`src/rtl/interleaver_bank_scheduler_pkg.sv`:
```
`default_nettype none
//==============================================================================
// interleaver_bank_scheduler_pkg -- bank-state encoding and default block sizes
// Rev 1.0
//==============================================================================
package interleaver_bank_scheduler_pkg;

    localparam int c_k_small = 1056;
    localparam int c_k_large = 6144;
    localparam int c_aw      = 13;

    typedef enum logic [1:0] {
        BANK_EMPTY    = 2'd0,
        BANK_FILLING  = 2'd1,
        BANK_FULL     = 2'd2,
        BANK_DRAINING = 2'd3
    } bank_state_t;

endpackage
`default_nettype wire

```
`src/rtl/interleaver_bank_ctr.sv`:
```
`default_nettype none
//==============================================================================
// interleaver_bank_ctr -- per-bank address counter, terminal count set by blocksize
// Rev 1.0
//==============================================================================
module interleaver_bank_ctr
    import interleaver_bank_scheduler_pkg::*;
#(
    parameter int K_SMALL = c_k_small,
    parameter int K_LARGE = c_k_large,
    parameter int AW      = c_aw
) (
    input  logic          clk,
    input  logic          reset,
    input  logic          i_clr,
    input  logic          i_inc,
    input  logic          i_blocksize,
    output logic [AW-1:0] o_addr,
    output logic          o_last
);

    localparam logic [AW-1:0] c_last_small = AW'(K_SMALL - 1);
    localparam logic [AW-1:0] c_last_large = AW'(K_LARGE - 1);

    logic [AW-1:0] r_addr;
    logic          w_last;

    assign w_last = (r_addr == (i_blocksize ? c_last_large : c_last_small));

    // Holds at the terminal count; the owner clears it when the bank changes phase.
    always_ff @(posedge clk or posedge reset) begin
        if (reset) begin
            r_addr <= '0;
        end else if (i_clr) begin
            r_addr <= '0;
        end else if (i_inc && !w_last) begin
            r_addr <= r_addr + AW'(1);
        end
    end

    assign o_addr = r_addr;
    assign o_last = w_last;

endmodule
`default_nettype wire

```
`src/rtl/interleaver_bank_scheduler.sv`:
```
`default_nettype none
//==============================================================================
// interleaver_bank_scheduler -- ping-pong bank write/read sequencing for an interleaver
// Rev 1.0
//==============================================================================
module interleaver_bank_scheduler
    import interleaver_bank_scheduler_pkg::*;
#(
    parameter int K_SMALL = c_k_small,
    parameter int K_LARGE = c_k_large,
    parameter int AW      = c_aw
) (
    input  logic          clk,
    input  logic          reset,
    input  logic          CRC_start,
    input  logic          CRC_blocksize,
    input  logic          CRC_end,
    input  logic          out_ready,
    input  logic          err_clr,
    output logic          in_ready,
    output logic          wr_en,
    output logic          wr_bank,
    output logic [AW-1:0] wr_addr,
    output logic          rd_en,
    output logic          rd_bank,
    output logic [AW-1:0] rd_addr,
    output logic          rd_blocksize,
    output logic          rd_valid,
    output logic          block_done,
    output logic [1:0]    bank_full,
    output logic          len_err,
    output logic          ovf_err
);

    logic r_wr_ptr;
    logic r_rd_ptr;
    logic r_in_ready;
    logic r_rd_valid;
    logic r_len_err;
    logic r_ovf_err;

    logic [1:0]         w_is_empty;
    logic [1:0]         w_is_filling;
    logic [1:0]         w_is_full;
    logic [1:0]         w_is_draining;
    logic [1:0]         w_last;
    logic [1:0]         w_bs;
    logic [1:0][AW-1:0] w_addr;

    logic w_start_acc;
    logic w_wr_active;
    logic w_wr_ok;
    logic w_wr_bad;
    logic w_rd_en;
    logic w_rd_done;

    assign w_start_acc = CRC_start & r_in_ready;
    assign w_wr_active = w_start_acc | w_is_filling[r_wr_ptr];
    assign w_wr_ok     = w_wr_active & CRC_end & w_last[r_wr_ptr];
    // Either an early CRC_end or reaching the terminal address without one.
    assign w_wr_bad    = w_wr_active & (CRC_end ^ w_last[r_wr_ptr]);
    assign w_rd_en     = w_is_draining[r_rd_ptr] & out_ready;
    assign w_rd_done   = w_rd_en & w_last[r_rd_ptr];

    for (genvar gi = 0; gi < 2; gi++) begin : g_bank
        localparam logic c_idx = 1'(gi);

        bank_state_t r_state;
        bank_state_t w_state_nxt;
        logic        r_bs;
        logic        w_wr_sel;
        logic        w_rd_sel;
        logic        w_ctr_bs;
        logic        w_clr;
        logic        w_inc;

        assign w_wr_sel = w_wr_active & (r_wr_ptr == c_idx);
        assign w_rd_sel = (r_rd_ptr == c_idx);
        // The blocksize is not latched yet in the start cycle, so use the live input.
        assign w_ctr_bs = (w_wr_sel & w_start_acc) ? CRC_blocksize : r_bs;

        always_ff @(posedge clk or posedge reset) begin
            if (reset) begin
                r_state <= BANK_EMPTY;
                r_bs    <= 1'b0;
            end else begin
                r_state <= w_state_nxt;
                if (w_wr_sel && w_start_acc) begin
                    r_bs <= CRC_blocksize;
                end
            end
        end

        always_comb begin
            w_state_nxt = r_state;
            w_clr       = 1'b0;
            w_inc       = 1'b0;
            if (w_wr_sel) begin
                if (w_wr_ok) begin
                    w_state_nxt = BANK_FULL;
                    w_clr       = 1'b1;
                end else if (w_wr_bad) begin
                    w_state_nxt = BANK_EMPTY;
                    w_clr       = 1'b1;
                end else begin
                    w_state_nxt = BANK_FILLING;
                    w_inc       = 1'b1;
                end
            end else if (w_rd_sel) begin
                case (r_state)
                    BANK_FULL: begin
                        w_state_nxt = BANK_DRAINING;
                    end
                    BANK_DRAINING: begin
                        if (w_rd_done) begin
                            w_state_nxt = BANK_EMPTY;
                            w_clr       = 1'b1;
                        end else if (w_rd_en) begin
                            w_inc = 1'b1;
                        end
                    end
                    default: begin
                    end
                endcase
            end
        end

        interleaver_bank_ctr #(
            .K_SMALL (K_SMALL),
            .K_LARGE (K_LARGE),
            .AW      (AW)
        ) u_ctr (
            .clk         (clk),
            .reset       (reset),
            .i_clr       (w_clr),
            .i_inc       (w_inc),
            .i_blocksize (w_ctr_bs),
            .o_addr      (w_addr[gi]),
            .o_last      (w_last[gi])
        );

        assign w_is_empty[gi]    = (r_state == BANK_EMPTY);
        assign w_is_filling[gi]  = (r_state == BANK_FILLING);
        assign w_is_full[gi]     = (r_state == BANK_FULL);
        assign w_is_draining[gi] = (r_state == BANK_DRAINING);
        assign w_bs[gi]          = r_bs;
    end

    // in_ready looks at the current bank state, so a freshly emptied bank opens one cycle later.
    always_ff @(posedge clk or posedge reset) begin
        if (reset) begin
            r_wr_ptr   <= 1'b0;
            r_rd_ptr   <= 1'b0;
            r_in_ready <= 1'b0;
            r_rd_valid <= 1'b0;
            r_len_err  <= 1'b0;
            r_ovf_err  <= 1'b0;
        end else begin
            if (w_wr_ok) begin
                r_wr_ptr <= ~r_wr_ptr;
            end
            if (w_rd_done) begin
                r_rd_ptr <= ~r_rd_ptr;
            end
            r_in_ready <= w_is_empty[r_wr_ptr] & ~w_start_acc;
            r_rd_valid <= w_rd_en;
            if (w_wr_bad) begin
                r_len_err <= 1'b1;
            end else if (err_clr) begin
                r_len_err <= 1'b0;
            end
            if (CRC_start && !r_in_ready) begin
                r_ovf_err <= 1'b1;
            end else if (err_clr) begin
                r_ovf_err <= 1'b0;
            end
        end
    end

    assign in_ready     = r_in_ready;
    assign wr_en        = w_wr_active;
    assign wr_bank      = r_wr_ptr;
    assign wr_addr      = w_addr[r_wr_ptr];
    assign rd_en        = w_rd_en;
    assign rd_bank      = r_rd_ptr;
    assign rd_addr      = w_addr[r_rd_ptr];
    assign rd_blocksize = w_bs[r_rd_ptr];
    assign rd_valid     = r_rd_valid;
    assign block_done   = w_rd_done;
    assign bank_full    = w_is_full | w_is_draining;
    assign len_err      = r_len_err;
    assign ovf_err      = r_ovf_err;

endmodule
`default_nettype wire
```
`config.mk`:
```
export PLATFORM = sky130hd
export DESIGN_NAME = interleaver_bank_scheduler
export DESIGN_NICKNAME = d
export VERILOG_FILES = /design/src/rtl/interleaver_bank_scheduler_pkg.sv /design/src/rtl/interleaver_bank_ctr.sv /design/src/rtl/interleaver_bank_scheduler.sv
export SDC_FILE = /design/constraint.sdc
export NUM_CORES = 1
export LEC_CHECK = 0
export CORE_MARGIN = 2
export CORE_UTILIZATION = 48
export DETAILED_ROUTE_END_ITERATION = 12
export PLACE_DENSITY = 0.74
export REMOVE_ABC_BUFFERS = 1
export SLEW_MARGIN = 5
export SYNTH_ARGS = -nofsm -noshare
export SYNTH_HDL_FRONTEND = slang
export SYNTH_SLANG_ARGS = --single-unit
export TNS_END_PERCENT = 100
```
`constraint.sdc`:
```
create_clock -name clk -period 2.06 [get_ports clk]
set_input_delay 0.206 -clock clk [delete_from_list [all_inputs] [get_ports clk]]
set_output_delay 0.206 -clock clk [all_outputs]
set_load 0.005 [all_outputs]
```
Word-level counts from Yosys, hierarchy flattened
Index checks and enable logic that the tools add are counted.
- add/subtract/negate cells: 2
- $mul: 0
- divide/modulo/power cells: 0
- $lt $le $gt $ge: 2
- equal/unequal tests: 11
- shift operators: 0
- multiplexer cells: 55
- bitwise gates (word level): 17
- reductions and logical operators: 19
- operator list (kind ; count):
    13-bit 2-to-1 mux ; 10
    1-bit 2-to-1 mux ; 37
    13-bit by 1-bit adder with 13-bit output (second input constant) ; 2
    13-bit == test ; 2
    2-bit 2-to-1 mux ; 6
    1-bit bitwise AND ; 11
    2-bit nonzero test ; 5
    2-bit == test (second input constant) ; 4
    2-bit case mux with 2 select lines ; 2
    3-bit by 2-bit != test with 1-bit output (second input constant) ; 2
    3-bit AND reduction ; 2
    3-bit nonzero test ; 2
    1-bit logical AND ; 5
    2-bit by 1-bit == test with 1-bit output (second input constant) ; 2
    2-bit logical NOT ; 2
    1-bit by 2-bit less-than comparator with 1-bit output (second input constant) ; 2
    1-bit logical NOT ; 3
    1-bit NOT ; 3
    2-bit by 1-bit != test with 1-bit output (second input constant) ; 1
    2-bit OR ; 1
    1-bit OR ; 1
    1-bit XOR ; 1
- bits in registers: 38
- latch bits: 0
- RAM bits: 0
- bits in read-only memories: 0
- output and inout bits: 38
- memories: 0

Depth between registers and ports, before layout
- depth in word-level cells: 19
- gate-level depth with buffers: 9
- gate-level depth less buffers: 6

Cells and area by module
A second synthesis with hierarchy kept.
- cells, all modules: 267
- area, all modules: 2638.8 sq um
- modules (own cells, without submodules) (module ; instances ; cells an instance ; area an instance (sq um)):
    interleaver_bank_ctr ; 2 ; 79 ; 790.8
    interleaver_bank_scheduler ; 1 ; 109 ; 1057.3

Worst setup path before layout
OpenSTA, ideal clock, no wires.
- path kind: register to register
- start point: register r_wr_ptr (netlist: wr_bank)
- end point: register g_bank[0].u_ctr.r_addr[2]
- library setup time: 87 ps
- arrival time: 2140 ps
- data required time: 1973 ps
- setup slack: -167 ps
- stages on the path, launching flop included: 7
- period minus slack after synthesis: 2227 ps
- path through: dfrtp_1 -> nand3b_1 -> mux2i_1 -> mux2_4 -> buf_6 -> or4_1 -> a211oi_2
- word-level cells in the longest chain between the ends: 17
- elaborated cells on any way between the ends: 39
- RTL lines (element ; RTL line ; RTL):
    start: declaration ; interleaver_bank_scheduler.sv:35 ; logic r_wr_ptr;
    start signal: assignment ; interleaver_bank_scheduler.sv:160 ; r_wr_ptr <= ~r_wr_ptr;
    1-bit 2-to-1 mux (not written as such) (2 in a row) ; interleaver_bank_scheduler.sv:58 ; assign w_wr_active = w_start_acc | w_is_filling[r_wr_ptr];
    1-bit OR ; interleaver_bank_scheduler.sv:58 ;
    1-bit bitwise AND ; interleaver_bank_scheduler.sv:77 ; assign w_wr_sel = w_wr_active & (r_wr_ptr == c_idx);
    1-bit bitwise AND ; interleaver_bank_scheduler.sv:80 ; assign w_ctr_bs = (w_wr_sel & w_start_acc) ? CRC_blocksize : r_bs;
    1-bit 2-to-1 mux ; interleaver_bank_scheduler.sv:80 ;
    13-bit 2-to-1 mux ; interleaver_bank_ctr.sv:28 ; assign w_last = (r_addr == (i_blocksize ? c_last_large : c_last_small));
    13-bit == test ; interleaver_bank_ctr.sv:28 ;
    1-bit 2-to-1 mux (on tied branches) (2 in a row) ; interleaver_bank_scheduler.sv:63, interleaver_bank_scheduler.sv:59, interleaver_bank_scheduler.sv:61 ;
    1-bit bitwise AND / 1-bit XOR (equally long branches) ; interleaver_bank_scheduler.sv:63, interleaver_bank_scheduler.sv:61 ;
    1-bit 2-to-1 mux / 1-bit bitwise AND (equally long branches) ; interleaver_bank_scheduler.sv:115, interleaver_bank_scheduler.sv:61 ;
    1-bit 2-to-1 mux (on tied branches) ; interleaver_bank_scheduler.sv:110, interleaver_bank_scheduler.sv:102 ;
    1-bit 2-to-1 mux (on tied branches) ; interleaver_bank_scheduler.sv:109, interleaver_bank_scheduler.sv:99 ;
    1-bit 2-to-1 mux ; interleaver_bank_scheduler.sv:98 ; if (w_wr_sel) begin
    1-bit logical AND ; interleaver_bank_ctr.sv:36 ; end else if (i_inc && !w_last) begin
    2-bit nonzero test (no line) ; - ;
    end signal: assignment ; interleaver_bank_ctr.sv:37 ; r_addr <= r_addr + AW'(1);
    end: declaration ; interleaver_bank_ctr.sv:25 ; logic [AW-1:0] r_addr;
Parallel ways exist; a longest one is shown, timed or not. The select of a mux whose other input is x is not followed.
A chain may end at the register's enable or synchronous reset.

Worst setup path after layout
- start point: register g_bank[0].u_ctr.r_addr[9]
- end point: register r_len_err (netlist: len_err)
- word-level cells in the longest chain between the ends: 6
- elaborated cells on any way between the ends: 7
- RTL lines (element ; RTL line ; RTL):
    13-bit == test (*) ; interleaver_bank_ctr.sv:28 ;
    1-bit 2-to-1 mux (not written as such) (*) (2 in a row) ; interleaver_bank_scheduler.sv:61 ; assign w_wr_bad = w_wr_active & (CRC_end ^ w_last[r_wr_ptr]);
    1-bit XOR (*) ; interleaver_bank_scheduler.sv:61 ;
    1-bit bitwise AND (*) ; interleaver_bank_scheduler.sv:61 ;
    1-bit 2-to-1 mux / 2-bit nonzero test (equally long branches) ; - ;
    end signal: assignment ; interleaver_bank_scheduler.sv:156 ; r_len_err <= 1'b0;
    end signal: assignment ; interleaver_bank_scheduler.sv:168 ; r_len_err <= 1'b1;
    end signal: assignment ; interleaver_bank_scheduler.sv:170 ; r_len_err <= 1'b0;
    end: declaration ; interleaver_bank_scheduler.sv:39 ; logic r_len_err;
Mark *: on every way between the ends. The rest lies on a longest branch, timed or not. The select of a mux whose other input is x is not followed.

==> results_dict.tcl <==
set metrics [dict create \
    outcome "finished, violations left" \
    violations "setup timing" \
    area_delta_synth_final_pct 61.6 \
    grt_pass1_vias 3018 \
    io_buffers 44 \
    wl_per_cell_microns 20.3 \
    comb_power_share 0.436 \
    power.share.sequential 0.348 \
    antenna_found_initial 0 \
    worst_pin_slew_ns 0.525 \
    drt_wl_total_microns 9920 \
    min_from "CRC_start" \
    p_int_mw 1.65 \
    pre_cts_ws_ns -0.401 \
    die_width_microns 78.3 \
    fmax_ghz 0.445 \
    numCtsBuffers 5 \
    setup_slack_ns -0.186 \
    gp_congestion 0.939 \
    end_kind "register" \
    fin_area_sq_um 4280 \
    required_ns 2.22 \
    ys_ff_latch 38 \
    maxSlewViolCount 0 \
    num_vias 3082 \
    p_leak_nw 1.81 \
    synth_area_leaders "dfrtp_1, mux2_2, o31ai_1" \
    ios 45 \
    initial_core_util 0.490 \
    clk_pin_slew_ns 0.08 \
    worst-setup-path-type "register to register" \
    netlist.area_leader.share 0.359 \
    netlist-cell-type-count 46 \
    detail_route.vias_per_cell 6.32 \
    drive_gt1_frac 0.445 \
    die_area_sq_um 6120 \
    hold_depth 3 \
    firstDrtPassIters 4 \
    ys_seq_area_frac 0.359 \
    netlist_area_sq_um 2650 \
    finalSetupViolCount 18 \
    relSlewSlack 0.650 \
    r2r_start "g_bank[0].u_ctr.o_addr[9]" \
    diodes 0 \
    p_clk_frac 0.216 \
    cts_tree "yes" \
    clockBufferDepth 2 \
    max-vdd-ir-drop_uv 470 \
    clk-insertion-delay-late_ns 0.30 \
    ant_nets 0 \
    synth_ff_type "dfrtp_1" \
    final_cell_mix "buf_4, clkdlybuf4s50_1, dfrtp_1" \
    ff2ff_setup_slack_ns -0.19 \
    remaining_drc_errors 0 \
    cts_hold_repair.buffers 0 \
    grt_pass1_wl_microns 14500 \
    die_h_microns 78.3 \
    cp_max_fo 5 \
    crit_arrival_ns 2.41 \
    worstRegToRegCells 6 \
    r2r_end "len_err" \
    fin_crit_ns 2.25 \
    grt_overflow 0 \
    cts_max_level 2 \
    placed_area_sq_um 3630 \
    final_common_cell "buf_4" \
    hold_viol 0 \
    grt_use_total 0.304 \
    syn-instance-count 287 \
    nFillCells 334 \
    hp-class "input port to register" \
    dp_hpwl_microns 5980 \
    hold_end "ovf_err" \
    p_sw_frac 0.326 \
    min_period_over_period 1.09 \
    fin_hold_ws_ns 0.259 \
    async_reset_ff_frac 1.00 \
    synth_edf_count 0 \
    core-area_sq_um 5410 \
    nets 426 \
    maxCapViolations 0 \
    p_per_area_nw_per_um2 574 \
    cp-start-kind "register" \
    power_switching_mw 0.800 \
    rsz0062_at_grt "true" \
    drt_iter0_markers 283 \
    fin_skew_ns 0.00817 \
    std_cell_rows 27 \
    yosys_warnings 0 \
    grt_max_degree 39 \
    syn_avg_cell_area_sq_um 9.22 \
    clkSinkCount 38 \
    cts-root-buf "clkbuf_8" \
    yosys.area.top_type "dfrtp_1" \
]
## kinds of logic after synthesis
logic type | share of synthesized area
simple gates | 0.222
compound gates | 0.212
flops | 0.359
mux | 0.143
buf+inv | 0.0539
fa+ha+maj | 0.00945
## flip-flops by register name (all words and copies together), names as in the netlist
| signal | flops |
|---|---|
| wr_bank | 1 |
| g_bank.r_state | 4 |
| rd_valid | 1 |
| in_ready | 1 |
| rd_bank | 1 |
| g_bank.u_ctr.o_addr | 26 |
| len_err | 1 |
| ovf_err | 1 |
| g_bank.r_bs | 2 |
## area by class of cell
cell class	count	area, sq um	area share
flip-flops and latches	38	951	0.222
well taps	72	90.1	0.0211
repair buffers	142	1260	0.295
inverters	11	41.3	0.00966
clock buffers	6	82.6	0.0193
multi-input cells	219	1850	0.432
## worst max-delay path by stage
stage	from	endpoint	slack, ns	cells after the start
2_1_floorplan	wr_bank	block_done	-0.60	5
3_3_place_gp	CRC_start	g_bank[0].u_ctr.o_addr[6]	-0.34	7
3_5_place_dp	CRC_start	g_bank[0].u_ctr.o_addr[5]	-0.40	8
4_1_cts	wr_bank	g_bank[0].u_ctr.o_addr[3]	-0.11	7
5_1_grt	g_bank[0].u_ctr.o_addr[9]	g_bank[0].u_ctr.o_addr[2]	-0.25	7
6_report	g_bank[0].u_ctr.o_addr[9]	len_err	-0.19	6
## layer usage
metal,vias to the layer above,track usage,wire (microns)
met5,-,0,0
met4,0,0.142,433
met3,35,0.0655,701
met2,167,0.509,4800
met1,1509,0.374,3990
li1,1371,-,-
## power groups by stage
stage | logic [mW] | registers (mW) | clock network, mW
after floorplan | 0.325 | 0.886 | 0
after global placement | 0.782 | 0.863 | 0
after detailed placement | 0.790 | 0.871 | 0
after CTS | 0.928 | 0.857 | 0.527
after global routing | 1.13 | 0.863 | 0.572
final | 1.07 | 0.855 | 0.530
## synthesized netlist by cell type (2+ instances only)
| cell | number |
|---|---|
| inv_1 | 11 |
| nand2b_1 | 3 |
| mux2i_1 | 6 |
| o211ai_1 | 3 |
| nand4_1 | 7 |
| nand4b_1 | 2 |
| mux2_2 | 27 |
| clkbuf_1 | 10 |
| buf_2 | 6 |
| o41ai_1 | 2 |
| o32ai_1 | 3 |
| o2111ai_1 | 2 |
| ha_1 | 2 |
| a21oi_1 | 17 |
| or4_1 | 14 |
| o21ai_0 | 13 |
| or2_2 | 3 |
| nand3_1 | 14 |
| buf_6 | 2 |
| nor2_1 | 15 |
| nand2_1 | 17 |
| a211oi_1 | 6 |
| dfrtp_1 | 38 |
| and2_1 | 4 |
| and4_1 | 3 |
| a211oi_2 | 8 |
| nor2b_1 | 3 |
| o21ai_1 | 3 |
| or3_1 | 8 |
| nor4_1 | 3 |
| o31ai_1 | 16 |
| nor3_1 | 2 |
## timing repair
| action | 4_1_cts | 5_1_grt |
|---|---|---|
| gates resized for setup | 40 | 43 |
| pin swaps | 16 | 19 |
| cloned | 1 | 2 |
| setup buffers | 11 | 11 |
| endpoints found under the setup margin | 30 | 46 |
## through the flow
step	setup TNS [ns]	instances	power, mW	utilization
global route	-4.65	488	2.56	0.791
floorplan	-14.22	267	1.21	-
finish	-2.26	488	2.45	0.791
global placement	-7.52	457	1.64	0.672
detailed placement	-8.65	457	1.66	0.672
CTS	-0.669	475	2.31	0.739
## worst max-delay path, cell delays in order, from the launching register on
cell	delay, ns
dfrtp_1	0.39
or4b_4	0.57
nor4_4	0.36
mux2_4	0.26
buf_6	0.13
mux2i_4	0.26
o2111ai_2	0.13
Power figures use the tool's default switching activity.
==> variant (same settings) <==
Set the package constant `c_aw` to 14 (it was 13).
--- a/src/rtl/interleaver_bank_scheduler_pkg.sv
+++ b/src/rtl/interleaver_bank_scheduler_pkg.sv
@@ -7,7 +7,7 @@
 
     localparam int c_k_small = 1056;
     localparam int c_k_large = 6144;
-    localparam int c_aw      = 13;
+    localparam int c_aw      = 14;
 
     typedef enum logic [1:0] {
         BANK_EMPTY    = 2'd0,
Interface: changed (resized rd_addr and wr_addr); port bits go from 45 to 47. The function was not compared with the original's and may differ.
==> variant against the original RTL <==
- the run still ends with setup timing left
- largest power group unchanged
- cell count up 0.82%
- routed wire length down 1.0%
- setup slack worse by 0.029 ns
- clock power up 4.5%
- highest routed layer unchanged
- sequential power up 17%
- via count down 1.1%
- cell area up 1.5%
- sequential cell count up 2
- power up 27%
- synthesized cell count up 4.9%
- synthesized area up 3.9%
- worst hold slack better by 0.067 ns
- largest cell class unchanged
==> variant: results (changes against the original RTL) <==
status complete, but fails checks (unchanged); failing checks setup timing (unchanged); first-pass GRT wire length 14300 um (was 14500 um); All-Layer GR Usage 29.4% (was 30.4%); slew at the pin closest to its max-slew limit 0.527 ns (was 0.525 ns); number of DRC markers in iteration 0 298 (was 283); DP Worst Slack -0.556 ns (was -0.401 ns); largest net degree at the start of global routing 41 (was 39); synth unique cells 52 (was 46); Largest register FFs 28 (was 26); Placed Instances 464 (was 457); R2R depth 10 (was 6); DP Area 3670 um^2 (was 3630 um^2); Vias 3047 (was 3082); Crit path arrival time 2.46 ns (was 2.41 ns); Tightest Hold Check Type in2async (was in2reg); layout cells sized above 1 44.0% (was 44.5%); ys async rst share 100% (unchanged); DR pass1 iterations 5 (was 4); Reg2Reg Launch Point wr_bank (was g_bank[0].u_ctr.o_addr[9]); cell-internal power 2.01 mW (was 1.65 mW); setup_tns -4.43 ns (was -2.26 ns); slowest stage delay, CP 0.42 ns (was 0.57 ns); crit-path leading delay family buffers and inverters (was simple AND/OR/NAND/NOR gates); Synth Flop Type dfrtp_1 (unchanged); # diodes 0 (unchanged); Leakage 1.98 nW (was 1.81 nW); final worst-path setup slack -0.215 ns (was -0.186 ns); hpwl dp 5680 um (was 5980 um); Placer Congestion 0.886 (was 0.939); fin nets 428 (was 426); Commonest cells post-synth 40 x dfrtp_1, 27 x nand2_1, 25 x mux2_2 (was 38 x dfrtp_1, 27 x mux2_2, 17 x a21oi_1, 17 x nand2_1, 16 x o31ai_1); YS warnings 0 (unchanged); Clock Skew 0.0108 ns (was 0.00817 ns); clk buf depth 2 (unchanged); WL/cell 19.9 um (was 20.3 um); IR drop worst, VDD 0.637 mV (was 0.470 mV); final-report setup violation count 31 (was 18); Slowest cell on crit path nor2_1 (was or4b_4); Worst-Skew Late Latency 0.30 ns (about the same); top post-synthesis cells by area dfrtp_1 36%, mux2_2 10%, a21oi_1 4.0% (was dfrtp_1 36%, mux2_2 11%, o31ai_1 4.5%); Syn Area/Cell 9.13 um^2 (was 9.22 um^2); vias in the first global route 2831 (was 3018); sequential area share after synthesis 36.4% (was 35.9%); CP max FO 14 (was 5); fin cells 492 (was 488); EDFF count, synth 0 (unchanged); RR Endpoint g_bank[0].u_ctr.o_addr[7] (was len_err); Port Buffers 46 (was 44); clock transition at the registers of the reported paths approximately 0.090 ns; worst hold slack 0.326 ns (was 0.259 ns)
==> variant: timing repair <==
action,CTS,global route
pin swaps,21,10
setup buffers,8,9
endpoints found under the setup margin,61,55
endpoints found under the hold margin,0,0
resized for setup,40,71
cloned,4,0
==> variant: per-layer routing <==
layer  vias up  wire length (um)  global-route usage, %
met4         0               352                   9.48
met1      1466              3800                   39.2
met3        39               868                   6.33
met2       194              4790                   47.5
li1       1348                 -                      -
met5         -                 0                      0
==> variant: layout make-up <==
class / instances / area (um^2)
fill: 334 / 1170
timing repair buffer: 129 / 1230
multi-input combinational: 233 / 1890
sequential: 40 / 1000
tap: 72 / 90.1
inverter: 10 / 37.5
clock buffer: 6 / 82.6
clock inverter: 2 / 10.0
==> variant: power by group through the flow <==
stage	logic (mW)	clock network, mW	registers [mW]
2_1_floorplan	0.504	0	1.04
5_1_grt	1.68	0.596	1.01
3_5_place_dp	1.19	0	1.00
4_1_cts	1.40	0.556	0.999
3_3_place_gp	1.15	0	0.995
6_report	1.57	0.554	1.00
==> variant: cell families after synthesis <==
group                    after synthesis  synth area share [%]
flip-flops                            40                  36.4
AO/OA/AOI/OAI                         74                  18.3
AND/OR/NAND/NOR                      119                  23.6
buffers and inverters                 30                  6.15
adder cells (fa/ha/maj)                2                 0.910
multiplexers                          33                  13.7
XOR/XNOR                               3                 0.956
==> variant: worst max-delay path by stage <==
stage	depth (start not counted)	startpoint	end
after global placement	8	CRC_start	block_done
after detailed placement	8	CRC_start	g_bank[1].u_ctr.o_addr[10]
after CTS	7	wr_bank	block_done
final	10	wr_bank	g_bank[0].u_ctr.o_addr[7]
after global routing	10	wr_bank	g_bank[0].u_ctr.o_addr[7]
after floorplan	6	wr_bank	g_bank[0].u_ctr.o_addr[2]
==> variant: worst register-to-register path, stage by stage (launching register included) <==
cell,delay [ns]
dfrtp_1,0.35
buf_4,0.15
buf_12,0.15
nand3b_1,0.14
o211ai_1,0.18
buf_4,0.16
nand2_1,0.08
nor2_1,0.42
a2bb2oi_4,0.28
buf_6,0.18
a21oi_1,0.05
